<file path="src/rtl/vca.sv">
// vca: per-voice amplifier with slew-limited gain.
// Serial shift-add multiply, one multiplier bit per clk.
module vca #(
  parameter int BITDEPTH = 14,
  parameter int SLEW     = 8
) (
  input  logic                       clk,
  input  logic                       rst,
  input  logic                       sample_clock,
  input  logic signed [BITDEPTH-1:0] sample_in,
  input  logic        [7:0]          volume,
  output logic signed [BITDEPTH-1:0] sample_out,
  output logic                       out_valid,
  output logic                       busy,
  output logic                       overrun
);

  localparam int AW = BITDEPTH + 9;
  localparam logic [7:0] SLEW_B = 8'(SLEW);

  typedef enum logic [1:0] {
    IDLE,
    MUL,
    DONE
  } state_t;

  state_t state;
  state_t state_nx;

  logic signed [BITDEPTH-1:0] mcand;
  logic        [7:0]          mplier;
  logic        [7:0]          vol_cur;
  logic        [7:0]          vol_nx;
  logic        [7:0]          gap;
  logic        [7:0]          step;
  logic        [2:0]          cnt;
  logic signed [AW-1:0]       acc;
  logic signed [AW-1:0]       term;
  logic signed [AW-1:0]       sum;
  logic                       start;
  logic                       last;

  assign busy  = (state != IDLE);
  assign start = (state == IDLE) && sample_clock;
  assign last  = (state == MUL) && (cnt == 3'd7);

  // Gain step toward volume, clamped to SLEW per strobe
  always_comb begin
    gap    = '0;
    step   = '0;
    vol_nx = vol_cur;
    if (volume > vol_cur) begin
      gap    = volume - vol_cur;
      step   = (gap > SLEW_B) ? SLEW_B : gap;
      vol_nx = vol_cur + step;
    end else if (volume < vol_cur) begin
      gap    = vol_cur - volume;
      step   = (gap > SLEW_B) ? SLEW_B : gap;
      vol_nx = vol_cur - step;
    end
  end

  // Partial product for the current multiplier bit
  always_comb begin
    term = '0;
    if (mplier[cnt])
      term = {{9{mcand[BITDEPTH-1]}}, mcand} <<< cnt;
    sum = acc + term;
  end

  // State register
  always_ff @(posedge clk or negedge rst) begin
    if (!rst)
      state <= IDLE;
    else
      state <= state_nx;
  end

  // Next-state logic
  always_comb begin
    state_nx = state;
    unique case (state)
      IDLE: if (sample_clock) state_nx = MUL;
      MUL:  if (cnt == 3'd7)  state_nx = DONE;
      DONE: state_nx = IDLE;
      default: state_nx = IDLE;
    endcase
  end

  // Capture, accumulate, and result registers
  always_ff @(posedge clk or negedge rst) begin
    if (!rst) begin
      mcand      <= '0;
      mplier     <= '0;
      vol_cur    <= '0;
      cnt        <= '0;
      acc        <= '0;
      sample_out <= '0;
      out_valid  <= 1'b0;
      overrun    <= 1'b0;
    end else begin
      out_valid <= last;
      if (sample_clock && busy)
        overrun <= 1'b1;
      if (start) begin
        mcand   <= sample_in;
        vol_cur <= vol_nx;
        mplier  <= vol_nx;
        acc     <= '0;
        cnt     <= '0;
      end else if (state == MUL) begin
        acc <= sum;
        cnt <= cnt + 3'd1;
        if (last)
          sample_out <= BITDEPTH'(sum >>> 8);
      end
    end
  end

endmodule

</file>
<file path="config.mk">
export PLATFORM = sky130hd
export DESIGN_NAME = vca
export DESIGN_NICKNAME = d
export VERILOG_FILES = /design/src/rtl/vca.sv
export SDC_FILE = /design/constraint.sdc
export NUM_CORES = 1
export LEC_CHECK = 0
export ABC_AREA = 1
export CORE_MARGIN = 5
export CORE_UTILIZATION = 42
export CTS_CLUSTER_SIZE = 20
export DETAILED_ROUTE_END_ITERATION = 7
export PLACE_DENSITY = 0.63
export SLEW_MARGIN = 10
export SYNTH_ARGS = -nofsm -noshare
export SYNTH_HDL_FRONTEND = slang
export SYNTH_SLANG_ARGS = --single-unit
</file>
<file path="constraint.sdc">
create_clock -name clk -period 3.3 [get_ports clk]
set_input_delay 0.66 -clock clk [delete_from_list [all_inputs] [get_ports clk]]
set_output_delay 0.66 -clock clk [all_outputs]
set_load 0.02 [all_outputs]
</file>
==> flow_results.org <==
** Die
- The floorplan step defined a die boundary enclosing approximately 16000 µm².
- In this run the core area contains 42 standard-cell rows.
- Die Span Y :: 125.3 µm
- Total core area :: 13140 µm²
- Measured along the x axis, the die boundary spans 125.3 µm.
- Pin placement for this block handled 42 I/O pins.
- Initial Utilization :: 0.4252

** Cells and area
- The library cells used most frequently in the layout, excluding fill and tap cells, are sky130_fd_sc_hd__nand2_1, sky130_fd_sc_hd__buf_4, sky130_fd_sc_hd__inv_1.
- The area growth from synthesis to layout is 36.73%.
- In the final design database the tool counted roughly 1000 nets.
- Cell area after layout :: 7639 µm²
- Filler instances :: 1285
- Of the cells placed in the final design, the portion with a size suffix greater than 1 is 0.2456.
- The repair_antennas step left the layout with diodes totalling 0.
- Area taken by flip-flops and latches :: 1629 µm²
- Area of combinational cells with multiple inputs :: 3842 µm²
- Leading cell type in the layout, fill and taps excluded :: sky130_fd_sc_hd__nand2_1

** Route
- Number of DRC markers after the initial detailed-route iteration :: 333
- After detailed routing, the number of remaining DRC violations is 0.
- Total number of vias :: 5790
- Dividing the detail-routed via count by the number of cells gives 5.022.
- Number of detailed-routing iterations run before antenna repair :: 5
- Antenna viol nets, final :: 0
- After detailed routing, the average wire length per cell comes to 14.13 µm.
- Routed WL :: 16290 µm

** Yosys
- In the post-synthesis netlist, the biggest area contributors are sky130_fd_sc_hd__dfrtp_1, sky130_fd_sc_hd__nand2_1, sky130_fd_sc_hd__ha_1.
- After technology mapping, the gate count stands at 830.
- The synthesized design contains 0 enable-type register cells.
- The synthesized netlist occupies a cell area of 5587 µm².
- The number of nets in the synthesized netlist is between 900 and 1000.
- Share of the synthesized area in the top cell type :: 0.2912
- Yosys mapped the design onto 44 distinct sky130hd cell types.
- For this run, the leading register cell type out of synthesis is sky130_fd_sc_hd__dfrtp_1.
- Avg Synthesized Cell Area :: around 6.7 µm²
- Counting flops with an async set or reset pin after synthesis yields a share of 1.000.
- #FFs+latches synth :: 65
- Synth warn :: 0
- The biggest area contributor in the post-synthesis netlist is sky130_fd_sc_hd__dfrtp_1.
- For this run, the register share of the synthesized area comes to 0.2912.

** Clock tree
- CTS tree :: built
- Num CTS Buffers :: 9
- Clock-pin slew was measured on the worst setup and hold paths at 0.06 ns.
- Clock latency reported for the late side of the worst-skew pair :: 0.35 ns
- Clock root buffer :: sky130_fd_sc_hd__clkbuf_16
- Clock buffer depth :: 2
- Htree depth :: 3
- Counting every sink on the clock net gives 65.
- CTS Hold Buffers Added :: 0

** Critical path
- Worst Setup SP :: vol_cur[0]
- Worst Path Max Fanout :: 4
- The setup check on the worst reg-to-reg path leaves a slack of -0.33 ns.
- Data arrival time of the worst path :: 3.91 ns
- On the critical path, the stage with the largest delay is an instance of sky130_fd_sc_hd__fa_2.
- The critical path goes through ha_4, fa_2, xnor2_4, nor3_4, nor2_2, nor3_4, buf_4, nand3_4, ha_4, nand2_4, inv_2, o21ai_2, nand2_2, ha_4, a21o_1, a31oi_4, buf_6, o21ai_2, nand2_1, nand2_2, a21oi_2, o21ai_1, o21ai_1.
- The critical path crosses 23 cells after its start point.
- Required time of the critical path :: 3.58 ns
- Endpoint class of the critical path :: flip-flop
- The worst register-to-register path ends at vol_cur[5].
- Library cell appearing most often on the critical path :: sky130_fd_sc_hd__ha_4
- In this run the critical register-to-register path is launched from vol_cur[0].
- In this run the worst setup path terminates at vol_cur[5].
- R2R cell count :: 23
- On the critical path the largest part of the delay comes from adder cells.
- The worst setup path is launched from a flip-flop.
- Slowest cell delay on critical path :: between 0.4 and 0.5 ns
- Counting both buffers and inverters, the worst setup path holds a total of 3.
- Type of the setup path with the least slack :: reg2reg

** Flow run
- Maxcap violations :: 0

** Global route
- Global routing finished with a remaining overflow of 0.
- Entering global routing, the biggest net connects 34 pins.
- Antenna violations before repair :: 0
- Across every metal layer, demand over resource in global routing totals 0.2085.
- Via count of the first global-routing pass :: 5535
- First-pass GRT wire length :: 26820 µm

** Placed design
- Prior to clock tree synthesis, the placed netlist has a worst setup slack of -1.102 ns.
- The congestion estimate from routability-driven global placement came to 0.9828.
- Placement Cell Area :: 6949 µm²
- Summed over all nets, the half-perimeter wirelength after detailed placement is 12510 µm.
- Buffers placed on the I/O ports in this run total roughly 40.

** Timing
- Once routing completed, OpenROAD measured the worst setup slack at -0.3263 ns.
- Between clock sinks in the finished design, the worst skew comes to 0.01219 ns.
- Clock period minus final worst setup slack :: 3.626 ns
- Total setup violations reported at the end of the flow :: 5
- Sum Neg Setup Slack :: -1.189 ns
- The final number of max-transition violations is 0.
- Post-route clock period utilization :: 1.099
- Setup repair after global routing could not meet its margin everywhere.
- The number of hold violations in the final report was 0.
- Transition time of the tightest slew-check pin :: 0.7424 ns
- Max Clock Freq :: 275.8 MHz
- Slew Limit Headroom :: 0.5051

** Status
- Violations in the final reports :: negative setup slack
- Run status :: finished with violations

** Power
- Part of the total power dissipated in combinational logic :: 0.747
- Net switching component of the power :: 4.577 mW
- The internal portion of the total power is 4.619 mW.
- Total power for the finished layout comes to 9.196 mW.
- Of the total power, the share spent switching nets is 0.4977.
- Sequential cell fraction of total power :: 0.157
- The share of total power dissipated in the clock network is 0.096.
- The analysis attributes to cell leakage a power of 3.980 nW.
- In this run the power density over the cells is ~1200 nW/µm².
- Maximum vdd ir drop :: approximately 0.44 mV

** Min path
- Type of the worst min-delay path :: in2async
sequential cells by signal (all words and copies together) (netlist names):
name	count
acc	22
mcand	14
sample_out	14
vol_cur	8
cnt	3
state	2
out_valid	1
overrun	1
routing by layer:
metal / vias up / part of all wire / routed length (µm) / track usage
li1: 2984 / - / - / -
met1: 2677 / 0.47 / 7723 / 0.2882
met2: 104 / 0.48 / 7764 / 0.3360
met3: 25 / 0.031 / 498 / 0.03028
met4: 0 / 0.019 / 308 / 0.07143
met5: - / 0 / 0 / 0
worst register-to-register path, stage by stage, from the launching register on:
cell and delay [ns]:
sky130_fd_sc_hd__dfrtp_2 0.43, sky130_fd_sc_hd__ha_4 0.18, sky130_fd_sc_hd__fa_2 0.45, sky130_fd_sc_hd__xnor2_4 0.18, sky130_fd_sc_hd__nor3_4 0.22, sky130_fd_sc_hd__nor2_2 0.07, sky130_fd_sc_hd__nor3_4 0.16, sky130_fd_sc_hd__buf_4 0.16
sky130_fd_sc_hd__nand3_4 0.07, sky130_fd_sc_hd__ha_4 0.17, sky130_fd_sc_hd__nand2_4 0.06, sky130_fd_sc_hd__inv_2 0.03, sky130_fd_sc_hd__o21ai_2 0.13, sky130_fd_sc_hd__nand2_2 0.08, sky130_fd_sc_hd__ha_4 0.21, sky130_fd_sc_hd__a21o_1 0.20
sky130_fd_sc_hd__a31oi_4 0.19, sky130_fd_sc_hd__buf_6 0.13, sky130_fd_sc_hd__o21ai_2 0.04, sky130_fd_sc_hd__nand2_1 0.08, sky130_fd_sc_hd__nand2_2 0.06, sky130_fd_sc_hd__a21oi_2 0.13, sky130_fd_sc_hd__o21ai_1 0.07, sky130_fd_sc_hd__o21ai_1 0.07
worst min-delay path by stage:
stage | from | to | slack, ns | cells after the start
3_3_place_gp | overrun | overrun | 0.44 | 1
6_report | rst | sample_out[3] | 0.38 | 1
2_1_floorplan | rst | acc[0] | 0.36 | 0
3_5_place_dp | overrun | overrun | 0.45 | 1
4_1_cts | rst | sample_out[8] | 0.40 | 1
5_1_grt | rst | acc[16] | 0.45 | 1
cells by family after synthesis:
group                    after synthesis  share of synthesized area
buffers and inverters                127                    0.09093
XOR/XNOR                              12                    0.01881
flip-flops                            65                     0.2912
AND/OR/NAND/NOR                      416                     0.3221
adder cells (fa/ha/maj)               50                     0.1174
AO/OA/AOI/OAI                        160                     0.1597
metrics by stage:
step	hold WS (ns)	instances	util
after floorplan	0.3644	830	-
after detailed placement	0.4509	1124	0.5290
after global routing	0.4540	1153	0.5814
after CTS	0.4003	1147	0.5668
final	0.3812	1153	0.5814
after global placement	0.4446	1124	0.5290
area by class of cell:
cell class              instances  share of cell area
clock inverters                 4            0.003767
inverters                     106             0.05373
multi-input cells             638              0.5030
flip-flops and latches         65              0.2133
well taps                     176             0.02883
repair buffers                152              0.1651
clock buffers                  12             0.03227
power groups by stage:
stage | Combinational, mW | Sequential (mW) | Clock (mW)
global route | 7.66 | 1.49 | 0.942
detailed placement | 6.13 | 1.43 | 0
global placement | 6.12 | 1.42 | 0
floorplan | 3.90 | 1.51 | 0
finish | 6.87 | 1.44 | 0.887
CTS | 6.43 | 1.44 | 0.913
cell usage after synthesis (6+ instances only):
| library cell | count |
|---|---|
| sky130_fd_sc_hd__nor2_1 | 48 |
| sky130_fd_sc_hd__o21ai_1 | 14 |
| sky130_fd_sc_hd__nand3_1 | 50 |
| sky130_fd_sc_hd__ha_1 | 46 |
| sky130_fd_sc_hd__nand2_1 | 260 |
| sky130_fd_sc_hd__inv_2 | 11 |
| sky130_fd_sc_hd__nand2_2 | 13 |
| sky130_fd_sc_hd__o21ai_0 | 76 |
| sky130_fd_sc_hd__a21o_1 | 6 |
| sky130_fd_sc_hd__a21oi_1 | 39 |
| sky130_fd_sc_hd__inv_1 | 95 |
| sky130_fd_sc_hd__xor2_1 | 9 |
| sky130_fd_sc_hd__nor3_1 | 8 |
| sky130_fd_sc_hd__nand4_1 | 12 |
| sky130_fd_sc_hd__dfrtp_1 | 65 |
| sky130_fd_sc_hd__clkbuf_1 | 13 |
timing repair:
| item | in CTS | in global routing |
|---|---|---|
| endpoints found under the setup margin | 7 | 27 |
| pin swaps | 36 | 32 |
| hold endpoints to repair | 0 | 0 |
| setup buffers | 7 | 9 |
| resized for setup | 51 | 39 |
Note: power is estimated with default switching activity, not from simulation.
